### config.mk
export PLATFORM = sky130hd
export DESIGN_NAME = instr_mem_writer
export DESIGN_NICKNAME = d
export VERILOG_FILES = /design/src/rtl/mips_isa_pkg.sv /design/src/rtl/instr_format_encoder.sv /design/src/rtl/instr_mem_writer.sv
export SDC_FILE = /design/constraint.sdc
export NUM_CORES = 1
export LEC_CHECK = 0
export ABC_AREA = 1
export BUFFER_PORTS_ARGS = -buffer_cell sky130_fd_sc_hd__buf_2
export CAP_MARGIN = 5
export CORE_MARGIN = 4
export CORE_UTILIZATION = 40
export CTS_CLUSTER_DIAMETER = 120
export DETAILED_ROUTE_END_ITERATION = 8
export GPL_TIMING_DRIVEN = 1
export PLACE_DENSITY_LB_ADDON = 0.3
export SYNTH_ARGS = -nofsm -noshare
export SYNTH_HDL_FRONTEND = slang
export SYNTH_SLANG_ARGS = --single-unit
### constraint.sdc
create_clock -name clk -period 4.3 [get_ports clk]
set_clock_uncertainty 0.15 [all_clocks]
set_input_delay 0.215 -clock clk [delete_from_list [all_inputs] [get_ports clk]]
set_output_delay 0.215 -clock clk [all_outputs]
set_load 0.02 [all_outputs]
### src/rtl/mips_isa_pkg.sv
// MIPS opcode constants and instruction field positions, shared by the
// instruction encoder/loader and the control decoder.
package mips_isa_pkg;

  localparam logic [5:0] R_TYPE = 6'h00;
  localparam logic [5:0] J      = 6'h02;
  localparam logic [5:0] BEQ    = 6'h04;
  localparam logic [5:0] BNE    = 6'h05;
  localparam logic [5:0] ADDI   = 6'h08;
  localparam logic [5:0] ORI    = 6'h0d;
  localparam logic [5:0] LUI    = 6'h0f;
  localparam logic [5:0] LW     = 6'h23;
  localparam logic [5:0] SW     = 6'h2b;

  // Least-significant bit of each field within the 32-bit word.
  localparam int OP_LSB     = 26;
  localparam int RS_LSB     = 21;
  localparam int RT_LSB     = 16;
  localparam int RD_LSB     = 11;
  localparam int SHAMT_LSB  = 6;
  localparam int FUNCT_LSB  = 0;
  localparam int IMM_LSB    = 0;
  localparam int TARGET_LSB = 0;

endpackage

### src/rtl/instr_format_encoder.sv
// Combinational packer: decoded MIPS fields to a 32-bit word, with a flag
// saying whether the opcode belongs to the supported set.
module instr_format_encoder
  import mips_isa_pkg::*;
(
  input  logic [5:0]  op,
  input  logic [4:0]  rs,
  input  logic [4:0]  rt,
  input  logic [4:0]  rd,
  input  logic [4:0]  shamt,
  input  logic [5:0]  funct,
  input  logic [15:0] imm,
  input  logic [25:0] target,
  output logic [31:0] word,
  output logic        supported
);

  always_comb begin
    // NOTE: every output gets a default before the case so no path leaves a latch.
    word      = '0;
    supported = 1'b0;
    word[OP_LSB +: 6] = op;
    case (op)
      R_TYPE: begin
        supported               = 1'b1;
        word[RS_LSB +: 5]       = rs;
        word[RT_LSB +: 5]       = rt;
        word[RD_LSB +: 5]       = rd;
        word[SHAMT_LSB +: 5]    = shamt;
        word[FUNCT_LSB +: 6]    = funct;
      end
      ADDI, ORI, BEQ, BNE, LW, SW: begin
        supported               = 1'b1;
        word[RS_LSB +: 5]       = rs;
        word[RT_LSB +: 5]       = rt;
        word[IMM_LSB +: 16]     = imm;
      end
      LUI: begin
        // rs slot stays zero regardless of the rs input.
        supported               = 1'b1;
        word[RT_LSB +: 5]       = rt;
        word[IMM_LSB +: 16]     = imm;
      end
      J: begin
        supported               = 1'b1;
        word[TARGET_LSB +: 26]  = target;
      end
      default: begin
        word      = '0;
        supported = 1'b0;
      end
    endcase
  end

endmodule

### src/rtl/instr_mem_writer.sv
// Instruction loader: accepts decoded fields over valid/ready, encodes them
// and writes each word to instruction memory at an incrementing address.
module instr_mem_writer #(
  parameter int ADDR_WIDTH = 8
) (
  input  logic                  clk,
  input  logic                  reset,
  input  logic                  start,
  input  logic                  in_valid,
  output logic                  in_ready,
  input  logic [5:0]            op,
  input  logic [4:0]            rs,
  input  logic [4:0]            rt,
  input  logic [4:0]            rd,
  input  logic [4:0]            shamt,
  input  logic [5:0]            funct,
  input  logic [15:0]           imm,
  input  logic [25:0]           target,
  output logic                  mem_we,
  output logic [ADDR_WIDTH-1:0] mem_addr,
  output logic [31:0]           mem_wdata,
  output logic [ADDR_WIDTH:0]   count,
  output logic                  full,
  output logic                  err_opcode
);

  localparam int DEPTH = 2 ** ADDR_WIDTH;

  typedef enum logic [1:0] {IDLE, LOAD, WRITE, FULL} state_t;

  state_t      state;
  state_t      nextState;
  logic [31:0] encWord;
  logic        encSupported;
  logic        accept;
  logic        lastAddr;
  logic        restart;

  instr_format_encoder encoder (
    .op        (op),
    .rs        (rs),
    .rt        (rt),
    .rd        (rd),
    .shamt     (shamt),
    .funct     (funct),
    .imm       (imm),
    .target    (target),
    .word      (encWord),
    .supported (encSupported)
  );

  // start is ignored in WRITE so a pending write always lands.
  assign restart  = start && (state != WRITE);
  assign accept   = (state == LOAD) && in_valid && !start;
  assign lastAddr = (mem_addr == ADDR_WIDTH'(DEPTH - 1));

  always_ff @(posedge clk or posedge reset) begin
    if (reset) begin
      state <= IDLE;
    end else begin
      // NOTE: sequential state uses non-blocking assignments so every register samples pre-edge values.
      state <= nextState;
    end
  end

  always_comb begin
    nextState = state;
    in_ready  = 1'b0;
    mem_we    = 1'b0;
    full      = 1'b0;
    case (state)
      IDLE: begin
        if (start) nextState = LOAD;
      end
      LOAD: begin
        in_ready = 1'b1;
        if (start)                        nextState = LOAD;
        else if (in_valid && encSupported) nextState = WRITE;
      end
      WRITE: begin
        mem_we    = 1'b1;
        nextState = lastAddr ? FULL : LOAD;
      end
      FULL: begin
        full = 1'b1;
        if (start) nextState = LOAD;
      end
      default: nextState = IDLE;
    endcase
  end

  always_ff @(posedge clk or posedge reset) begin
    if (reset) begin
      mem_addr   <= '0;
      mem_wdata  <= '0;
      count      <= '0;
      err_opcode <= 1'b0;
    end else if (restart) begin
      mem_addr   <= '0;
      count      <= '0;
      err_opcode <= 1'b0;
    end else if (accept) begin
      if (encSupported) mem_wdata  <= encWord;
      else              err_opcode <= 1'b1;
    end else if (state == WRITE) begin
      count <= count + (ADDR_WIDTH + 1)'(1);
      // The address saturates at the last word; FULL holds it there.
      if (!lastAddr) mem_addr <= mem_addr + ADDR_WIDTH'(1);
    end
  end

endmodule

Word level (Yosys, flattened, before mapping)
Cells that the tools add are included.
- output and inout bits: 53
- input bits: 78
- flip-flop bits (word level): 52
- logic and storage cells: 66
- add/sub/neg operators: 2
- eq/ne operators: 18
- bitwise operators: 1
- muxes and demuxes: 22
- reduce and logical (&&, ||, !) cells: 18
- operator list (kind ; count):
    $pmux W21 S3 ; 1
    $mux W8 ; 4
    $mux W9 ; 3
    $eq A6 B4 Y1 const B ; 3
    $reduce_or A7 Y1 ; 2
    $eq A6 B3 Y1 const B ; 2
    $eq A6 B6 Y1 const B ; 2
    $pmux W5 S2 ; 1
    $add A9 B1 Y9 const B ; 1
    $reduce_or A9 Y1 ; 1
    $add A8 B1 Y8 const B ; 1
    $eq A8 B8 Y1 const B ; 1
    $mux W2 ; 4
    $ne A2 B1 Y1 const B ; 4
    $mux W1 ; 7
    $eq A6 B2 Y1 const B ; 1
    $logic_not A6 Y1 ; 1
    $mux W6 ; 1
    $pmux W2 S3 ; 1
    $reduce_and A2 Y1 ; 3
    $reduce_and A3 Y1 ; 2
    $eq A2 B2 Y1 const B ; 2
    $logic_and A1 B1 Y1 ; 4
    $reduce_bool A2 Y1 ; 2
    other kinds (7) ; 7

Longest topological paths before layout
Gate-level depths: netlist (run 1).
- word-level depth: 7
- mapped depth: 11
- depth with buffers taken out: 11

Cells and area by module
From an unflattened synthesis (run 1), not the netlist that was laid out.
- cells, all modules: 367
- area, all modules: 3017.9 um2
- by module, submodules not included (module ; area an instance (um2) ; times used ; seq. area each (um2) ; cells each):
    instr_mem_writer ; 2408.6 ; 1 ; 1301.2 ; 238
    instr_format_encoder ; 609.3 ; 1 ; 0.0 ; 129

Least setup slack after synthesis (run 1)
Ideal clock, no wire load.
- path type: reg2reg
- start point: register state[1]
- end point: register mem_addr[3]
- path buffers: 0
- cell stages (with the launch flop): 11
- clock period less this slack: 1966 ps
- setup time: 126 ps
- path slack: 2334 ps
- data arrival time: 1691 ps
- data required time: 4024 ps
- cell sequence: dfrtp_1 -> inv_1 -> ha_1 -> nand2_1 -> nor2_4 -> nor2_4 -> nand2_1 -> nand2_1 -> nand2_1 -> xor2_1 -> nor2_1
- word-level cells in the longest chain between the ends: 5
- elaborated cells between the ends (all ways): 11
- those cells by class: eq/ne (5); mux (1); reduce/logical (5)
- RTL lines (element ; line ; text):
    start, declared ; instr_mem_writer.sv:31 ; state_t state;
    start signal, assigned ; instr_mem_writer.sv:62 ; state <= nextState;
    $eq A2 B1 Y1 ; instr_mem_writer.sv:54 ; assign accept = (state == LOAD) && in_valid && !start;
    $logic_and A1 B1 Y1 (2 in series) ; instr_mem_writer.sv:54 ;
    $ne A2 B1 Y1 (no source line) ; n/a ;
    $reduce_and A3 Y1 (no source line) ; n/a ;
    end signal, assigned ; instr_mem_writer.sv:108 ; if (!lastAddr) mem_addr <= mem_addr + ADDR_WIDTH'(1);
    end, declared ; instr_mem_writer.sv:20 ; output logic [ADDR_WIDTH-1:0] mem_addr,
Several ways; a longest one is shown, not always the timed one.
A chain may end at the register's enable or synchronous reset.

Worst setup path in the final report (run 1)
Ends and elaborated chain as after synthesis.

==> impl_metrics.env, run 1 <==
export IMPL_outcome="finished, final reports clean"
export IMPL_rsz0062_at_grt="no"
export IMPL_fmax_mhz=484
export IMPL_cts_buffers=5
export IMPL_crit_path_end_kind="flop"
export IMPL_antenna_cells=0
export IMPL_critPathKind="flop to flop"
export IMPL_ff2ff_path_depth=10
export IMPL_ir_worst_vdd_v=0.000115
export IMPL_clkPwrFrac_pct=26.0
export IMPL_max_slew_margin_pct=27.9
export IMPL_grt_pass1_wl_um=12300
export IMPL_ctsHoldBuffers=0
export IMPL_clock_path_buffers=2
export IMPL_cts_setup_buffers=0
export IMPL_dieArea_mm2=0.00895
export IMPL_pwr_share_comb_pct=22.7
export IMPL_ff_latch_area_mm2=0.00130
export IMPL_cts_root_buf="clkbuf_8"
export IMPL_grt_total_usage_pct=17.1
export IMPL_synthTopCellsByArea="dfrtp_1, nand2_1, inv_1"
export IMPL_worst_slew_pin_slew_ps=1080
export IMPL_finalNonFillerCells=647
export IMPL_hold_path_class="input pin to asynchronous set/reset pin"
export IMPL_hpwl_um=5760
export IMPL_yosysTopAreaCell="dfrtp_1"
export IMPL_multi_input_area_mm2=0.00144
export IMPL_syn_to_final_growth_pct=26.3
export IMPL_drive_above_1_share_pct=29.9
export IMPL_drc_errors=0
export IMPL_clkTransAtPathRegs_ps=100
export IMPL_min_period_ps=2070
export IMPL_ant_nets=0
export IMPL_setup_viol=0
export IMPL_fill_cells=740
export IMPL_p_switching_uw=355
export IMPL_start_kind="flop"
export IMPL_grt_max_degree=53
export IMPL_synth_cell_types=32
export IMPL_grt_pass1_vias=2822
export IMPL_final_nets=630
export IMPL_yosys_warnings=0
export IMPL_cts_max_level=2
export IMPL_gp_congestion=0.882
export IMPL_synth_net_count=503
export IMPL_crit_required_ps=4340
export IMPL_postPlaceCellArea_mm2=0.00370
export IMPL_switching_share_pct=32.5
export IMPL_synthesis_area_mm2=0.00300
export IMPL_die_h_um=94.6
export IMPL_fin_area_mm2=0.00379
export IMPL_synth_top_cell_area_share_pct=43.4
export IMPL_r2r_start="state[1]"
export IMPL_powerDensity_mw_per_mm2=288
export IMPL_path_max_fanout=8
export IMPL_start_util_pct=41.3
export IMPL_drt_iter0_markers=110
export IMPL_wire_per_inst_um=11.8
export IMPL_vias=2997
export IMPL_portBuffers=130
export IMPL_grt_antenna_before_repair=0
export IMPL_hold_viol_final=0
export IMPL_drt_pre_antenna_iters=4
export IMPL_cts_sinks=52
export IMPL_worst_ep_arrival_time_ps=2110
export IMPL_avgViaCountPerCell=4.63
export IMPL_leakage_nw=2.37
export IMPL_grt_overflow=0
export IMPL_rrSetupSlack_ps=2230
export IMPL_drv_cap=0
export IMPL_tritoncts="yes"
export IMPL_placed_cells=639
export IMPL_ys_ff_latch=52
export IMPL_drt_wl_total_um=7600
export IMPL_ios=131
export IMPL_intPower_uw=738
export IMPL_period_share_pct=48.1
export IMPL_utilization_pct=52.2
export IMPL_sequentialPowerShare_pct=51.3
export IMPL_post_cts_resized=0
export IMPL_clock_latency_ps=300
export IMPL_postSynthAreaPerCell_um2=7.14
export IMPL_totalNegativeSetupSlack_ps=0
export IMPL_coreArea_mm2=0.00725
export IMPL_slew_violations=0
export IMPL_num_rows=31
export IMPL_r2r_end="mem_addr[3]"
export IMPL_syn_inst=420
export IMPL_die_w_um=94.6
export IMPL_yosysSeqAreaShare_pct=43.4
[cells in the mapped netlist (all sizes together)]
cell and count:
nand2 189, o22ai 1, ha 5, xor2 2
nand3b 2, nand4 2, clkinv 1, dfrtp 52
o21ai 12, buf 8, nor2 49, mux2i 2
clkbuf 2, a21oi 23, and3 1, inv 45
nand3 21, a21boi 1, o31ai 1, a22oi 1
[power by group through the flow]
stage / clock, mW / combinational [mW] / sequential [mW]
final: 0.283 / 0.248 / 0.560
after global placement: 0 / 0.247 / 0.569
after CTS: 0.293 / 0.252 / 0.561
after detailed placement: 0 / 0.253 / 0.569
after floorplan: 0 / 0.0942 / 0.620
after global routing: 0.313 / 0.275 / 0.566
[cell usage in the layout (no fill, tap or decap), types with 7 or more instances in the layout]
cell / Yosys / final
nand2_2: 11 / 11
nand2_1: 176 / 176
buf_2: 2 / 130
a21oi_1: 23 / 23
inv_1: 42 / 41
nand3_1: 20 / 20
o21ai_0: 7 / 7
nor2_1: 41 / 41
dfrtp_1: 52 / 52
[through the flow]
step	total power, mW	setup slack, ps	hold WS (ps)
3_5_place_dp	0.821	2270	314
4_1_cts	1.11	2240	27.3
2_1_floorplan	0.714	2330	195
6_report	1.09	2230	18.3
5_1_grt	1.15	2020	40.5
3_3_place_gp	0.817	2330	308
[cell type report]
cell class | count | share of cell area [%]
clock inverter | 3 | 0.627
clock buffer | 5 | 1.82
timing repair buffer | 130 | 17.2
multi-input combinational | 312 | 38.0
inverter | 46 | 4.76
tap | 99 | 3.27
sequential | 52 | 34.3
[cells by family after synthesis]
family / share of synthesized area, %
xor+xnor: 0.584
simple gates: 37.9
flops: 43.4
mux: 0.668
compound gates: 6.80
buf+inv: 8.59
fa+ha+maj: 2.09
[worst max-delay path by stage]
| stage | to | start | depth (start not counted) |
|---|---|---|---|
| finish | mem_addr[3] | state[1] | 10 |
| detailed placement | mem_addr[3] | state[1] | 10 |
| global placement | mem_addr[3] | state[1] | 10 |
| floorplan | mem_addr[3] | state[1] | 10 |
| CTS | mem_addr[3] | state[1] | 10 |
| global route | mem_addr[3] | state[1] | 10 |
[registers in the layout (all words and copies together) (netlist names)]
signal / count
mem_wdata: 32
count: 9
mem_addr: 8
state: 2
err_opcode: 1
[worst max-delay path: stages (launching register included)]
cell	delay [ps]
dfrtp_1	410
inv_1	80
ha_1	210
nand2_1	110
nor2_4	210
nor2_4	90
nand2_1	170
nand2_1	180
nand2_1	130
xor2_1	150
nor2_1	50
[per-layer routing]
metal	track usage, %	part of all wire, %	vias to the layer above
li1	-	-	1540
met1	20.3	42	1350
met2	31.1	50	100
met3	3.75	6.7	7
met4	4.33	0.84	0
met5	0	0	-
Note: power is estimated with default switching activity, not from simulation.
==> run 2, diff against run 1 <==
==> constraint.sdc (replaced) <==
create_clock -name clk -period 1.8 [get_ports clk]
set_clock_uncertainty 0.15 [all_clocks]
set_input_delay 0.09 -clock clk [delete_from_list [all_inputs] [get_ports clk]]
set_output_delay 0.09 -clock clk [all_outputs]
set_load 0.02 [all_outputs]
==> impl_metrics.env, run 2 (synthesis gave the netlist of run 1 again) <==
export IMPL_worst_ep_arrival_time_ps=1800
export IMPL_drive_above_1_share_pct=30.0
export IMPL_final_nets=702
export IMPL_r2r_end="mem_addr[7]"
export IMPL_num_rows=31
export IMPL_cts_root_buf="clkbuf_8"
export IMPL_fin_area_mm2=0.00456
export IMPL_vias=3325
export IMPL_cpPeakStageDelay_ps=580
export IMPL_finalNonFillerCells=719
export IMPL_syn_to_final_growth_pct=52.0
export IMPL_outcome="finished, final reports clean"
export IMPL_drt_wl_total_um=8790
export IMPL_largest_register="mem_wdata"
export IMPL_totalNegativeSetupSlack_ps=0
export IMPL_postPlaceCellArea_mm2=0.00382
export IMPL_grt_antenna_before_repair=0
export IMPL_max_slew_margin_pct=79.2
export IMPL_tritoncts="yes"
export IMPL_ir_worst_vdd_v=0.000302
export IMPL_drc_errors=0
export IMPL_leakage_nw=2.77
export IMPL_cts_sinks=52
export IMPL_period_share_pct=96.8
export IMPL_start_kind="input pin"
export IMPL_die_h_um=94.6
export IMPL_cts_max_level=2
export IMPL_r2r_start="state[0]"
export IMPL_clkTransAtPathRegs_ps=100
export IMPL_final_cell_mix="nand2_1, buf_2, dlygate4sd3_1"
export IMPL_clock_latency_ps=310
export IMPL_largest_reg_flops=32
export IMPL_grt_util_met1_pct=22.2
export IMPL_gp_congestion=0.883
export IMPL_avgViaCountPerCell=4.62
export IMPL_dpl_worst_slack_ps=23.8
export IMPL_grt_pass1_vias=3297
export IMPL_drt_iter0_markers=118
export IMPL_fmax_mhz=574
export IMPL_clock_path_buffers=2
export IMPL_critPathKind="input pin to flop"
export IMPL_rrSetupSlack_ps=120
export IMPL_rsz0062_at_grt="no"
export IMPL_slew_violations=0
export IMPL_drv_cap=0
export IMPL_die_w_um=94.6
export IMPL_coreArea_mm2=0.00725
export IMPL_hold_path_class="input pin to flop"
export IMPL_grt_total_usage_pct=20.0
export IMPL_grt_pass1_wl_um=14300
export IMPL_ff2ff_path_depth=9
export IMPL_crit_chain="buf_2 -> inv_1 -> nor2_1 -> nand3_1 -> nand2_1 -> nor2_2 -> nand2_4 -> nand2_1 -> nand2_1 -> dlygate4sd3_1 -> nand2_2 -> nand2_1"
export IMPL_placed_cells=649
export IMPL_grt_overflow=0
export IMPL_worstHoldPathCells=5
export IMPL_grt_max_degree=28
export IMPL_powerDensity_mw_per_mm2=605
export IMPL_hp_start="in_valid"
export IMPL_crit_required_ps=1860
export IMPL_start_util_pct=41.3
export IMPL_hold_path_end="state[0]"
export IMPL_ant_nets=0
export IMPL_busiest_layer="met2"
export IMPL_use_met2_pct=37.4
export IMPL_top_regs="mem_wdata: 32 flops, count: 9 flops, mem_addr: 8 flops"
export IMPL_dieArea_mm2=0.00895
export IMPL_setup_viol=0
export IMPL_cp_slowest_cell="dlygate4sd3_1"
export IMPL_min_period_ps=1740
export IMPL_layout_setup_ws_ps=56.9
export IMPL_wire_per_inst_um=12.2
export IMPL_cp_common_cell="nand2_1"
export IMPL_crit_path_end_kind="flop"
export IMPL_grtUsageMet3_pct=4.54
export IMPL_ios=131
export IMPL_antenna_cells=0
export IMPL_drt_pre_antenna_iters=4
export IMPL_cts_buffers=5
export IMPL_path_max_fanout=16
export IMPL_final_common_cell="nand2_1"
export IMPL_hold_viol_final=0
export IMPL_portBuffers=130
export IMPL_worst_slew_pin_slew_ps=312
export IMPL_hpwl_um=5990
## run 2: cell types whose count changed in the layout (fill, tap and decap cells not counted), moves of 2 or more
| cell | previous run | this run |
|---|---|---|
| dlygate4sd3_1 | 0 | 59 |
| buf_4 | 0 | 11 |
| nand2_4 | 1 | 4 |
| nor2_1 | 41 | 38 |
| buf_12 | 0 | 2 |
| clkinvlp_4 | 2 | 0 |
| ha_1 | 5 | 3 |
| nand2_1 | 176 | 174 |
| nor2_2 | 4 | 6 |
## run 2: timing repair
| action | CTS | global route |
|---|---|---|
| hold buffers | 59 | 0 |
| resized for setup | 0 | 9 |
| setup buffers | 0 | 3 |
| endpoints found under the hold margin | 84 | 0 |
| endpoints found under the setup margin | 0 | 25 |
## run 2: layout make-up
type                    count  area [um2]
inverters                  46         180
repair buffers            202        1360
fillers                   659        2700
multi-input cells         312        1490
well taps                  99         124
clock inverters             3        26.3
clock buffers               5        68.8
flip-flops and latches     52        1300
## run 2: report_power, final
part	switching [mW]	internal (mW)	leakage, nW
logic	0.407	0.312	2.01
clock network	0.415	0.284	0.0487
registers	0.0674	1.27	0.708
## run 2: critical path: cells and delay by family
family,cells,cell delay (ps)
buffers and inverters,3,810
and+or+nand+nor,9,900
## run 2: metrics by stage
stage / util [%] / hold WS, ps / power (mW)
finish: 62.8 / 74.8 / 2.76
global route: 62.8 / 115 / 2.91
CTS: 62.1 / 67.7 / 2.77
detailed placement: 52.6 / -88.8 / 1.98
global placement: 52.6 / -91.9 / 1.97
floorplan: - / 70.2 / 1.71
## run 2: worst max path at each step
stage | to | start | slack (ps) | depth (start not counted)
final | mem_wdata[7] | op[3] | 60 | 12
after global placement | mem_addr[3] | state[1] | 90 | 10
after floorplan | mem_addr[3] | state[1] | 40 | 10
after global routing | mem_wdata[7] | op[3] | 1 | 12
after CTS | mem_addr[3] | state[1] | 9 | 10
after detailed placement | mem_addr[3] | state[1] | 20 | 10
## run 2: routing by layer
metal | part of all wire, % | vias to the layer above
li1 | - | 1687
met1 | 40 | 1506
met2 | 51 | 110
met3 | 6.0 | 22
met4 | 2.7 | 0
met5 | 0 | -
